**config.mk**
```make
export PLATFORM = sky130hd
export DESIGN_NAME = fc_classifier
export DESIGN_NICKNAME = d
export VERILOG_FILES = /design/src/rtl/nn_pkg.sv /design/src/rtl/fc_dot.sv /design/src/rtl/fc_classifier.sv
export SDC_FILE = /design/constraint.sdc
export NUM_CORES = 1
export LEC_CHECK = 0
export CELL_PAD_IN_SITES_DETAIL_PLACEMENT = 0
export CELL_PAD_IN_SITES_GLOBAL_PLACEMENT = 1
export CORE_MARGIN = 2
export CORE_UTILIZATION = 24
export CTS_BUF_LIST = sky130_fd_sc_hd__clkbuf_16
export DETAILED_ROUTE_END_ITERATION = 12
export GPL_TIMING_DRIVEN = 0
export PLACE_DENSITY_LB_ADDON = 0.1
export SYNTH_ARGS = -nofsm -noshare
export SYNTH_HDL_FRONTEND = slang
export SYNTH_HIERARCHICAL = 1
export SYNTH_SLANG_ARGS = --single-unit
export TNS_END_PERCENT = 100
```
**constraint.sdc**
```tcl
create_clock -name clk -period 12 [get_ports clk]
set_clock_uncertainty 0.1 [all_clocks]
set_input_delay 1.8 -clock clk [delete_from_list [all_inputs] [get_ports clk]]
set_output_delay 1.8 -clock clk [all_outputs]
set_load 0.005 [all_outputs]
```
**src/rtl/nn_pkg.sv**
```systemverilog
// Shared constants and types for the fully-connected classification stage.
package nn_pkg;

  localparam int unsigned NoOfKernels = 2;
  localparam int unsigned NoOfShapes  = 4;
  localparam int unsigned numAddr     = 5;
  localparam int unsigned ACC_W       = 20;

  typedef logic [3:0][7:0] pooled_t;
  typedef logic signed [ACC_W-1:0] score_t;

  typedef enum logic [1:0] {IDLE, FETCH, DRAIN, DONE} fc_state_t;

endpackage

```
**src/rtl/fc_dot.sv**
```systemverilog
// Combinational NK x 4 multiply-accumulate of unsigned pixels against signed weight bytes.
module fc_dot
  import nn_pkg::*;
#(
  parameter int unsigned NK   = NoOfKernels,
  parameter int unsigned AccW = ACC_W
) (
  input  pooled_t [NK-1:0]          pix_i,
  input  logic    [NK-1:0][31:0]    w_i,
  output logic signed [AccW-1:0]    score_o
);

  logic signed [AccW-1:0] acc;
  logic signed [16:0]     prod;

  always_comb begin
    acc  = '0;
    prod = '0;
    for (int k = 0; k < NK; k++) begin
      for (int i = 0; i < 4; i++) begin
        // Zero-extended pixel keeps the product signed without misreading pixels >= 128.
        prod = $signed({1'b0, pix_i[k][i]}) * $signed(w_i[k][8*i +: 8]);
        acc  = acc + AccW'(prod);
      end
    end
    score_o = acc;
  end

endmodule

```
**src/rtl/fc_classifier.sv**
```systemverilog
// Fully-connected classifier: streams one weight word per shape, scores it and keeps the arg-max.
module fc_classifier
  import nn_pkg::*;
#(
  parameter int unsigned NK    = NoOfKernels,
  parameter int unsigned NS    = NoOfShapes,
  parameter int unsigned AW    = numAddr,
  parameter int unsigned ACC_W = nn_pkg::ACC_W
) (
  input  logic                    clk,
  input  logic                    rst,
  input  logic                    learn,
  input  logic                    start,
  input  pooled_t [NK-1:0]        pooled,
  input  logic [NK-1:0][31:0]     w_data,
  output logic [AW-1:0]           w_addr,
  output logic                    w_csb,
  output logic                    w_oeb,
  output logic                    w_web,
  output logic                    busy,
  output logic [7:0]              result,
  output logic                    result_valid,
  output logic signed [ACC_W-1:0] max_score
);

  fc_state_t               state_q, state_d;
  logic [AW-1:0]           s_q, s_d;
  pooled_t [NK-1:0]        pix_q, pix_d;
  logic                    rd_valid_q, rd_valid_d;
  logic [AW-1:0]           rd_idx_q, rd_idx_d;
  logic signed [ACC_W-1:0] best_score_q, best_score_d;
  logic [AW-1:0]           best_idx_q, best_idx_d;
  logic [7:0]              result_q, result_d;
  logic signed [ACC_W-1:0] max_score_q, max_score_d;
  logic                    result_valid_q, result_valid_d;
  logic                    busy_q, busy_d;
  logic signed [ACC_W-1:0] score;

  fc_dot #(
    .NK   (NK),
    .AccW (ACC_W)
  ) u_fc_dot (
    .pix_i   (pix_q),
    .w_i     (w_data),
    .score_o (score)
  );

  always_comb begin
    state_d        = state_q;
    s_d            = s_q;
    pix_d          = pix_q;
    rd_valid_d     = 1'b0;
    rd_idx_d       = s_q;
    best_score_d   = best_score_q;
    best_idx_d     = best_idx_q;
    result_d       = result_q;
    max_score_d    = max_score_q;
    result_valid_d = 1'b0;
    busy_d         = busy_q;

    unique case (state_q)
      IDLE: begin
        if (start && !learn) begin
          pix_d   = pooled;
          s_d     = '0;
          busy_d  = 1'b1;
          state_d = FETCH;
        end
      end
      FETCH: begin
        if (learn) begin
          busy_d  = 1'b0;
          state_d = IDLE;
        end else begin
          // Data for the address issued on this edge arrives next cycle.
          rd_valid_d = 1'b1;
          if (s_q == AW'(NS - 1)) begin
            state_d = DRAIN;
          end else begin
            s_d = s_q + 1'b1;
          end
        end
      end
      DRAIN: begin
        if (learn) begin
          busy_d  = 1'b0;
          state_d = IDLE;
        end else begin
          state_d = DONE;
        end
      end
      DONE: begin
        result_d       = 8'(best_idx_q);
        max_score_d    = best_score_q;
        result_valid_d = 1'b1;
        busy_d         = 1'b0;
        state_d        = IDLE;
      end
      default: state_d = IDLE;
    endcase

    // Strict compare so ties keep the lowest shape index.
    if (rd_valid_q && ((rd_idx_q == '0) || (score > best_score_q))) begin
      best_score_d = score;
      best_idx_d   = rd_idx_q;
    end
  end

  always_ff @(posedge clk or posedge rst) begin
    if (rst) begin
      state_q        <= IDLE;
      s_q            <= '0;
      pix_q          <= '0;
      rd_valid_q     <= 1'b0;
      rd_idx_q       <= '0;
      best_score_q   <= '0;
      best_idx_q     <= '0;
      result_q       <= '0;
      max_score_q    <= '0;
      result_valid_q <= 1'b0;
      busy_q         <= 1'b0;
    end else begin
      state_q        <= state_d;
      s_q            <= s_d;
      pix_q          <= pix_d;
      rd_valid_q     <= rd_valid_d;
      rd_idx_q       <= rd_idx_d;
      best_score_q   <= best_score_d;
      best_idx_q     <= best_idx_d;
      result_q       <= result_d;
      max_score_q    <= max_score_d;
      result_valid_q <= result_valid_d;
      busy_q         <= busy_d;
    end
  end

  always_comb begin
    w_addr = (state_q == FETCH) ? s_q : '0;
    w_csb  = (state_q != FETCH);
    w_oeb  = (state_q != FETCH);
  end

  assign w_web        = 1'b1;
  assign busy         = busy_q;
  assign result       = result_q;
  assign result_valid = result_valid_q;
  assign max_score    = max_score_q;

endmodule

```
==> Word-level counts from Yosys, hierarchy flattened <==
Index checks and enable logic that the tools add are counted.
Widths: inputs -> output; s select.
{ "totals": {"regBits": 129, "latch_bits": 0, "ram_bits": 0, "romBits": 0, "in_bits": 132, "output_inout_bits": 38, "mem_count": 0} }
{ "classes": {"addsub": 8, "n_mul": 8, "div_mod_pow": 0, "magnitude_cmp": 1, "eq_ne": 10, "n_shift": 0, "mux": 16, "bitwise": 0, "reduce_logical": 12} }
{ "ops": {"columns": ["op", "count"], "rows": [
  ["$mul 9x8->17", 8],
  ["$add 20x17->20", 5],
  ["$gt 20x20->1", 1],
  ["$mux 5", 4],
  ["$add 18x17->19", 1],
  ["$add 17x17->18", 1],
  ["$pmux 5 s2", 1],
  ["$mux 2", 4],
  ["$pmux 2 s4", 1],
  ["$ne 2x2->1 const B", 3],
  ["$reduce_and 2->1", 3],
  ["$add 5x1->5 const B", 1],
  ["$eq 5x2->1 const B", 1],
  ["$logic_not 5->1", 1],
  ["$mux 1", 5],
  ["$eq 2x2->1 const B", 2],
  ["$ne 2x1->1 const B", 2],
  ["$reduce_and 4->1", 1],
  ["$ne 3x3->1 const B", 1],
  ["$pmux 1 s3", 1],
  ["$eq 2x1->1 const B", 1],
  ["$logic_and 1x1->1", 2],
  ["$logic_not 2->1", 1],
  ["$reduce_bool 2->1", 1],
  ["other kinds (3)", 3]
]} }

==> Logic depth before layout (Yosys ltp) <==
Gate-level depths: netlist of the first run.
{ "depth": {"ltp_word": 11, "depth_mapped": 36} }

==> By module <==
Netlist of the first run, hierarchy kept.
{ "modules_own_cells": {"columns": ["module", "instances", "cells_each", "area_each_um2", "seq_area_each_um2"], "rows": [
  ["fc_dot", 1, 2013, 19037.0, 0.0],
  ["fc_classifier", 1, 519, 6316.1, 3228.1]
]} }

==> Worst setup path after synthesis of the first run <==
No wires, ideal clock.
{ "synth_timing": {"path_kind": "in2reg", "startpoint": "input port w_data[47] (netlist name)", "endpoint": "register best_score_q[14]", "setup_ps": 126, "arrival_time_ps": 10201, "required_ps": 11774, "setup_slack_ps": 1573, "path_stages": 32, "n_path_buf": 1, "cell_sequence": "inv_1 > nor2_1 > fa_1 > inv_1 > fa_1 > inv_1 > fa_1 > inv_1 > fa_1 > inv_1 > fa_1 > fa_1 > fa_1 > fa_1 > fa_1 > inv_1 > fa_1 > inv_1 > ha_1 > a21o_1 > a221oi_2 > a21oi_2 > a41oi_2 > xnor2_1 > ha_1 > nand4_2 > nor4_4 > a21boi_2 > buf_2 > a32oi_1 > mux2i_1 > a221o_1"} }
{ "synth_via": {"elab_chain_cells": 7} }
{ "synth_lines": {"columns": ["item", "line", "source"], "rows": [
  ["from (decl)", "fc_classifier.sv:15", "input logic [NK-1:0][31:0] w_data,"],
  ["$mul 9x8->17", "fc_dot.sv:22", "prod = $signed({1'b0, pix_i[k][i]}) * $signed(w_i[k][8*i +: 8]);"],
  ["$add 20x17->20 (3 in a row)", "fc_dot.sv:23", "acc = acc + AccW'(prod);"],
  ["via score[19]", "fc_classifier.sv:37", "logic signed [ACC_W-1:0] score;"],
  ["$gt 20x20->1", "fc_classifier.sv:103", "if (rd_valid_q && ((rd_idx_q == '0) || (score > best_score_q))) begin"],
  ["$logic_or 1x1->1", "fc_classifier.sv:103", null],
  ["$logic_and 1x1->1", "fc_classifier.sv:103", null],
  ["to (signal assigned)", "fc_classifier.sv:128", "best_score_q <= best_score_d;"],
  ["to (decl)", "fc_classifier.sv:31", "logic signed [ACC_W-1:0] best_score_q, best_score_d;"]
]} }
The timed path passes the listed nets, and every way through them passes these cells.
A chain may end at the register's enable or synchronous reset.

==> Worst setup path after layout of the first run <==
{ "layout_timing": {"startpoint": "input port w_data[32] (netlist name)", "endpoint": "register best_score_q[1]"} }
{ "layout_via": {"elab_chain_cells": 8} }
{ "layout_lines": {"columns": ["item", "line"], "rows": [
  ["$mul 9x8->17", "fc_dot.sv:22"],
  ["$add 20x17->20 (4 in a row)", "fc_dot.sv:23"],
  ["via score[19]", "fc_classifier.sv:37"],
  ["$gt 20x20->1", "fc_classifier.sv:103"],
  ["$logic_or 1x1->1", "fc_classifier.sv:103"],
  ["$logic_and 1x1->1", "fc_classifier.sv:103"]
]} }
The timed path passes the listed nets, and every way through them passes these cells.

==> flow_summary.toml, run 1 <==
[yosys]
ys_warn_count = 6
netlist_area_mm2 = 0.0254
synth_commonest_cells = "inv_1, fa_1, and2_1"
yosysTopAreaCellShare = 0.396
synth_edf_count = 0
synth_ff_type = "dfrtp_1"
syn-instance-count = 2532
yosysMostFrequentCell = "inv_1"
synth_top_area_cell = "fa_1"
avgSynthCellArea_um2 = 10.0
synth_seq_area_share = 0.127
ys_ff_latch = 129
synth_cell_types = 68
ys_async_sr_fraction = 1.00
synth.area.top_cells = "fa_1, ha_1, dfrtp_1"

[setup_path]
critical_path_class = "primary input to flop"
start_kind = "primary input"
startpoint = "w_data[32]"
slowest_stage = "fa_1"
reg2reg_depth = 31
worstSetupEndpointType = "flop"
r2r_setup_slack_ns = 1.75
cp_data_required_time_ns = 12.28
r2r-end = "best_score_q[1]"
crit_arrival_ns = 11.84
cp_common_cell = "fa_1"
endpoint = "best_score_q[1]"
slowest_delay_ns = 0.70
cp_max_fo = 10
timing.rr.start = "pix_q[40]"

[final_layout]
stdcell_area_mm2 = 0.0295
final_core_util = 0.281
fill_cells = 11200
num_antenna_cells = 0
layout-drive-gt1-share = 0.0582
synthToLayoutAreaGrowth_pct = 16.2
stdcell_count = 4125
multi_input_area_mm2 = 0.0195
fin_nets = 3636
seq_area_mm2 = 0.00323

[clock_tree]
cts_buffers = 17
clk_path_buf_depth = 2
clock_latency_ns = 0.49
cts_sinks = 129
cts_root_buffer = "clkbuf_16"
htree_levels = 4
cts_hold_buf = 0
cts.clk_slew.worst_paths_ns = 0.08
cts_tree = "done"

[drt]
drt-vias-per-instance = 4.20
vias = 17300
drt_iter0_markers = 666
drc_errors = 0
drtPass1Iterations = 7
drtAntennaViolNets = 0
wl_per_cell_um = 19.6
wirelength_mm = 81.0

[timing]
final.period_utilization = 0.964
max_freq_ghz = 0.0865
slew_violations = 0
maxSlewHeadroom = 0.374
worst_pin_slew_ns = 0.939
setup_viol = 0
min_period_ns = 11.56
final.setup.tns_ns = 0
hold_viol_final = 0
rsz0062_at_grt = "no"

[placement]
dp.cells = 4091
dpl_cell_area_mm2 = 0.0288
numPortBuffers = 165
gp_congestion = 0.788
dp_hpwl_mm = 70.0

[floorplanning]
num_rows = 119
num_io_pins = 170
dieArea_mm2 = 0.108
die_y_um = 329
core_area_mm2 = 0.105
fp.dieW_um = 329
initial_utilization = 0.242

[grt]
grt-ovfl-total = 0
grt_pass1_wl_mm = 124
track_usage = 0.156
antenna_found_initial = 3
grt_pass1_vias = 19300
grt_max_degree = 75

[min_path]
hp-class = "flop to flop"

[run_status]
status = "complete, no violations"

[flow_run]
cap_violations = 0
## cells by family after synthesis
| family | after synthesis | share of synthesized area |
|---|---|---|
| AOI/OAI and AO/OA | 146 | 0.0449 |
| xor gates and xnor gates | 25 | 0.00864 |
| adders and majority gates | 783 | 0.535 |
| buffers and inverters | 711 | 0.107 |
| DFF | 129 | 0.127 |
| muxes | 111 | 0.0482 |
| other | 2 | 0.000296 |
| and+or+nand+nor | 625 | 0.129 |
## cell type report
type | instances | share of cell area
tap | 1391 | 0.0591
multi-input combinational | 1694 | 0.661
sequential | 129 | 0.110
clock buffer | 17 | 0.0144
buffer | 38 | 0.00612
inverter | 673 | 0.0861
clock inverter | 15 | 0.00654
timing repair buffer | 168 | 0.0576
## layer usage
layer / share of wire / track usage
met5: 0 / 0
met4: 0.0084 / 0.0265
met3: 0.023 / 0.0152
met2: 0.50 / 0.263
met1: 0.47 / 0.218
## critical path: cells and delay by family
kind / cells / cell delay, ns
adders and majority gates: 12 / 6.06
AOI/OAI and AO/OA: 6 / 1.42
and+or+nand+nor: 5 / 1.10
xor gates and xnor gates: 1 / 0.19
buffers and inverters: 8 / 1.25
## flip-flops by register name (all words and copies together), names as in the netlist
| signal | count |
|---|---|
| state_q | 2 |
| busy | 1 |
| result | 5 |
| pix_q | 64 |
| rd_valid_q | 1 |
| best_idx_q | 5 |
| max_score | 20 |
| best_score_q | 20 |
| rd_idx_q | 5 |
| result_valid | 1 |
| rd_idx_d | 5 |
## stage by stage
step | hold slack [ns] | setup WS [ns]
after global placement | 0.356 | -0.666
after detailed placement | 0.358 | -0.692
final | 0.371 | 0.436
after floorplan | 0.297 | 1.57
after global routing | 0.399 | 0.00729
after CTS | 0.377 | 0.139
## cell usage in the layout, fill, tap and decap left out, types with 6 or more instances in the layout
cell,count
nand4_1,6
clkbuf_1,19
nor3_1,6
buf_4,8
nand2b_1,23
a32oi_1,19
dfrtp_1,129
a221oi_1,6
inv_1,669
clkinv_8,7
and2_1,284
a21o_1,6
clkdlybuf4s50_1,159
o21a_1,6
a21oi_1,23
a22oi_1,19
a221o_1,19
o21ai_1,7
nor2_1,76
xnor2_1,19
nor2b_1,11
xor2_1,6
ha_1,280
mux2i_1,22
clkbuf_16,17
nand2_1,193
mux2_2,84
nand3_1,7
buf_2,10
fa_1,502
## worst min path at each step
stage           startpoint          end  cells past startpoint
2_1_floorplan  rd_idx_d[1]  rd_idx_q[1]                      0
3_3_place_gp   rd_idx_d[1]  rd_idx_q[1]                      0
5_1_grt        rd_idx_d[1]  rd_idx_q[1]                      0
3_5_place_dp   rd_idx_d[1]  rd_idx_q[1]                      0
4_1_cts        rd_idx_d[1]  rd_idx_q[1]                      0
6_report       rd_idx_d[1]  rd_idx_q[1]                      0
## what timing repair did
action / CTS / global route
pin swaps: 0 / 0
hold endpoints to repair: 0 / 0
endpoints found under the setup margin: 25 / 25
resized for setup: 4 / 10
setup buffers: 0 / 2
Power of run 1 is not shown: default switching activity piles up to over one toggle a cycle in this logic, so the estimate is an artifact.
==> inputs of run 2 (changes only) <==
Settings changed: CORE_UTILIZATION 24 to 49, GPL_TIMING_DRIVEN 0 to unset.
==> run 2 against run 1 <==
Final area fell by 2.9%. Critical endpoint is now best_score_q[11]. Hold slack got worse by 0.025 ns. Non-clock buffer count unchanged. Die area is 51% lower. Core utilization rose by 28 points.
==> flow_summary.toml, run 2 (synthesis gave the netlist of run 1 again) <==
[drt]
wl_per_cell_um = 19.4
vias = 17300
drt_iter0_markers = 943
drc_errors = 0
drt-vias-per-instance = 5.08
drtAntennaViolNets = 0
drtPass1Iterations = 5
wirelength_mm = 66.2

[clock_tree]
cts_hold_buf = 0
clk_path_buf_depth = 2
cts_root_buffer = "clkbuf_16"
cts.clk_slew.worst_paths_ns = 0.07
cts_resized = 0
clock_latency_ns = 0.48
cts_setup_buffers = 0
cts_tree = "done"
htree_levels = 4
cts_sinks = 129
cts_buffers = 17

[grt]
antenna_found_initial = 0
track_usage = 0.263
grt_use_met1 = 0.363
grt_pass1_vias = 19100
global_route.usage.met2 = 0.439
grt-ovfl-total = 0
busiest_layer = "met2"
grtUsageMet3 = 0.0397
grt_max_degree = 69
grt_pass1_wl_mm = 106

[placement]
dpl_cell_area_mm2 = 0.0280
dp_hpwl_mm = 56.8
pre_cts_slack_ns = -0.0267
numPortBuffers = 165
gp_congestion = 0.908

[timing]
maxSlewHeadroom = 0.232
slew_violations = 0
final.period_utilization = 0.961
rsz0062_at_grt = "no"
worst_pin_slew_ns = 1.15
fin_ws_ns = 0.470
setup_viol = 0
max_freq_ghz = 0.0867
min_period_ns = 11.53
hold_viol_final = 0
final.setup.tns_ns = 0

[min_path]
hp-class = "flop to flop"

[final_layout]
layout-drive-gt1-share = 0.0640
final_cell_mix = "inv_1, fa_1, and2_1"
stdcell_area_mm2 = 0.0286
final_core_util = 0.559
final_common_cell = "inv_1"
synthToLayoutAreaGrowth_pct = 12.9
top_register = "pix_q"
fin_nets = 3636
largest_reg_flops = 64
fill_cells = 4558
num_antenna_cells = 0

[floorplanning]
core_area_mm2 = 0.0512
die_y_um = 231
num_io_pins = 170
initial_utilization = 0.495
dieArea_mm2 = 0.0536
num_rows = 83
fp.dieW_um = 231

[setup_path]
critical_path_class = "primary input to flop"
path_buf_inv = 6
cp_max_fo = 14
cp_data_required_time_ns = 12.33
cp_top_family = "adder cells"
slowest_stage = "a211oi_2"
worstSetupEndpointType = "flop"
crit_arrival_ns = 11.86
cp_common_cell = "fa_1"
start_kind = "primary input"
slowest_delay_ns = 0.87

[run_status]
status = "complete, no violations"

[flow_run]
cap_violations = 0
[run 2: area by class of cell]
class | count | area [um^2] | share of cell area
clock buffer | 17 | 425 | 0.0149
timing repair buffer | 206 | 1960 | 0.0685
tap | 680 | 851 | 0.0297
inverter | 673 | 2530 | 0.0885
clock inverter | 15 | 188 | 0.00656
multi-input combinational | 1694 | 19400 | 0.679
sequential | 129 | 3230 | 0.113
[run 2: metal layers]
layer  vias to the layer above  share of wire
met5                         -              0
met4                         0          0.017
met3                        48          0.040
met2                       347           0.50
met1                      8881           0.45
li1                       8051              -
[run 2: through the flow]
stage | hold WS, ns | instances
floorplan | 0.297 | 2534
global placement | 0.327 | 3382
detailed placement | 0.341 | 3382
CTS | 0.351 | 3414
global route | 0.372 | 3414
finish | 0.346 | 3414
[run 2: worst paths after layout]
check                                 start                to  slack (ns)  cells past startpoint
worst max-delay path             w_data[44]  best_score_q[11]        0.47                     29
worst min-delay path            rd_idx_d[1]       rd_idx_q[1]        0.35                      0
worst max register to register    pix_q[58]  best_score_q[11]        1.81                     33
worst min register to register  rd_idx_d[1]       rd_idx_q[1]        0.35                      0
max in group asynchronous               rst         pix_q[27]        8.73                      3
min in group asynchronous               rst       rd_idx_d[3]        1.66                      2
Power of run 2 is left out for the same reason.
==> inputs of run 3 (changes only) <==
Clock period 12 ns to 11.2 ns, I/O delays scaled along.
==> run 3 against run 2 <==
Critical path depth is 3 higher. Largest cell class unchanged. Core utilization is 0.88 points higher. Global-route usage is 0.35 points higher. Routed wire length is 1.5% higher. Die area stayed put. Critical endpoint is now best_score_q[13]. Clock-buffer cell count stayed put.
==> flow_summary.toml, run 3 (synthesis gave the netlist of run 1 again) <==
[floorplanning]
fp.dieW_um = 231
dieArea_mm2 = 0.0536
num_rows = 83
initial_utilization = 0.495
num_io_pins = 170
core_area_mm2 = 0.0512
die_y_um = 231

[clock_tree]
cts.clk_slew.worst_paths_ns = 0.07
cts_buffers = 17
clock_latency_ns = 0.48
htree_levels = 4
cts_root_buffer = "clkbuf_16"
cts_sinks = 129
clk_path_buf_depth = 2
cts_tree = "done"

[timing]
fin_ws_ns = 0.425
rsz0062_at_grt = "no"
final.setup.tns_ns = 0
final.period_utilization = 0.962
min_period_ns = 10.78
slew_violations = 0
worst_pin_slew_ns = 1.18
setup_viol = 0
hold_viol_final = 0
maxSlewHeadroom = 0.212
max_freq_ghz = 0.0928

[setup_path]
cp_common_cell = "fa_1"
slowest_stage = "fa_1"
reg2reg_depth = 32
start_kind = "primary input"
cp_max_fo = 13
critical_path_class = "primary input to flop"
worstSetupEndpointType = "flop"
cp_data_required_time_ns = 11.46
r2r-end = "best_score_q[5]"
path_buf_inv = 8
slowest_delay_ns = 0.56
timing.rr.start = "pix_q[59]"
cp_top_family = "adder cells"
r2r_setup_slack_ns = 1.54
crit_arrival_ns = 11.03

[drt]
wl_per_cell_um = 19.4
drt_iter0_markers = 712
drc_errors = 0
drt-vias-per-instance = 5.07
vias = 17600
wirelength_mm = 67.2
drtPass1Iterations = 5
drtAntennaViolNets = 0

[grt]
antenna_found_initial = 1
grt_pass1_vias = 19200
grt_pass1_wl_mm = 107
grt_max_degree = 68
grt-ovfl-total = 0
track_usage = 0.266

[final_layout]
layout-drive-gt1-share = 0.0833
final_cell_mix = "inv_1, fa_1, and2_1"
fill_cells = 4525
final_core_util = 0.568
final_common_cell = "inv_1"
fin_nets = 3688
synthToLayoutAreaGrowth_pct = 14.6
num_antenna_cells = 0
top_register = "pix_q"
largest_reg_flops = 64

[min_path]
hp-class = "flop to flop"
worstHoldPathCells = 0
min_from = "rd_idx_d[1]"
holdPathEnd = "rd_idx_q[1]"

[run_status]
status = "complete, no violations"

[flow_run]
cap_violations = 0

[placement]
numPortBuffers = 165
dp_hpwl_mm = 57.7
pre_cts_slack_ns = -0.191
gp_congestion = 0.908
==> run 3: cell types whose count changed in the layout (fill, tap and decap cells not counted), sizes merged <==
| cell | change |
|---|---|
| clkinvlp | -1 |
| inv | +3 |
| dlymetal6s2s | +1 |
| clkdlybuf4s50 | -1 |
| buf | +52 |
| clkinv | -2 |
==> run 3: how the worst max path moves through the flow <==
stage / startpoint / to / slack (ns) / depth (start not counted)
final: w_data[61] / best_score_q[13] / 0.42 / 32
after global routing: w_data[62] / best_score_q[9] / 0.01 / 34
after CTS: w_data[63] / best_score_q[5] / 0.30 / 33
after detailed placement: w_data[63] / best_score_q[5] / -0.19 / 33
after global placement: w_data[63] / best_score_q[5] / -0.08 / 32
after floorplan: w_data[47] / best_score_q[14] / 0.89 / 32
==> run 3: area by class of cell <==
| cell class | instances | area (um^2) | area share |
|---|---|---|---|
| clock inverter | 15 | 181 | 0.00624 |
| multi-input combinational | 1694 | 19500 | 0.670 |
| sequential | 129 | 3230 | 0.111 |
| clock buffer | 17 | 425 | 0.0146 |
| inverter | 673 | 2530 | 0.0871 |
| tap | 680 | 851 | 0.0293 |
| timing repair buffer | 258 | 2360 | 0.0814 |
==> run 3: per-stage QoR <==
stage	instance area, um^2	hold slack, ns	instances
finish	29100	0.335	3466
global route	29100	0.355	3466
CTS	29000	0.342	3466
detailed placement	28400	0.324	3434
global placement	28400	0.324	3434
floorplan	25400	0.297	2534
==> run 3: repair_timing <==
action                     4_1_cts  5_1_grt
resized for setup                0        9
setup endpoints to repair        0       22
setup buffers                    0        0
hold buffers                     0        0
==> run 3: layer usage <==
layer / wire length, um / GRT usage
met4: 1580 / 0.0778
met3: 2590 / 0.0310
met2: 33100 / 0.448
met1: 29900 / 0.363
met5: 0 / 0
==> run 3: worst reg2reg max path, delay by kind of cell (launching register included) <==
family	cells	cell delay, ns
flip-flops	1	0.52
multiplexers	1	0.13
AND/OR/NAND/NOR	4	1.03
XOR/XNOR	1	0.13
adder cells (fa/ha/maj)	12	5.79
buffers and inverters	8	0.73
AO/OA/AOI/OAI	6	1.10
Power of run 3 is left out for the same reason.
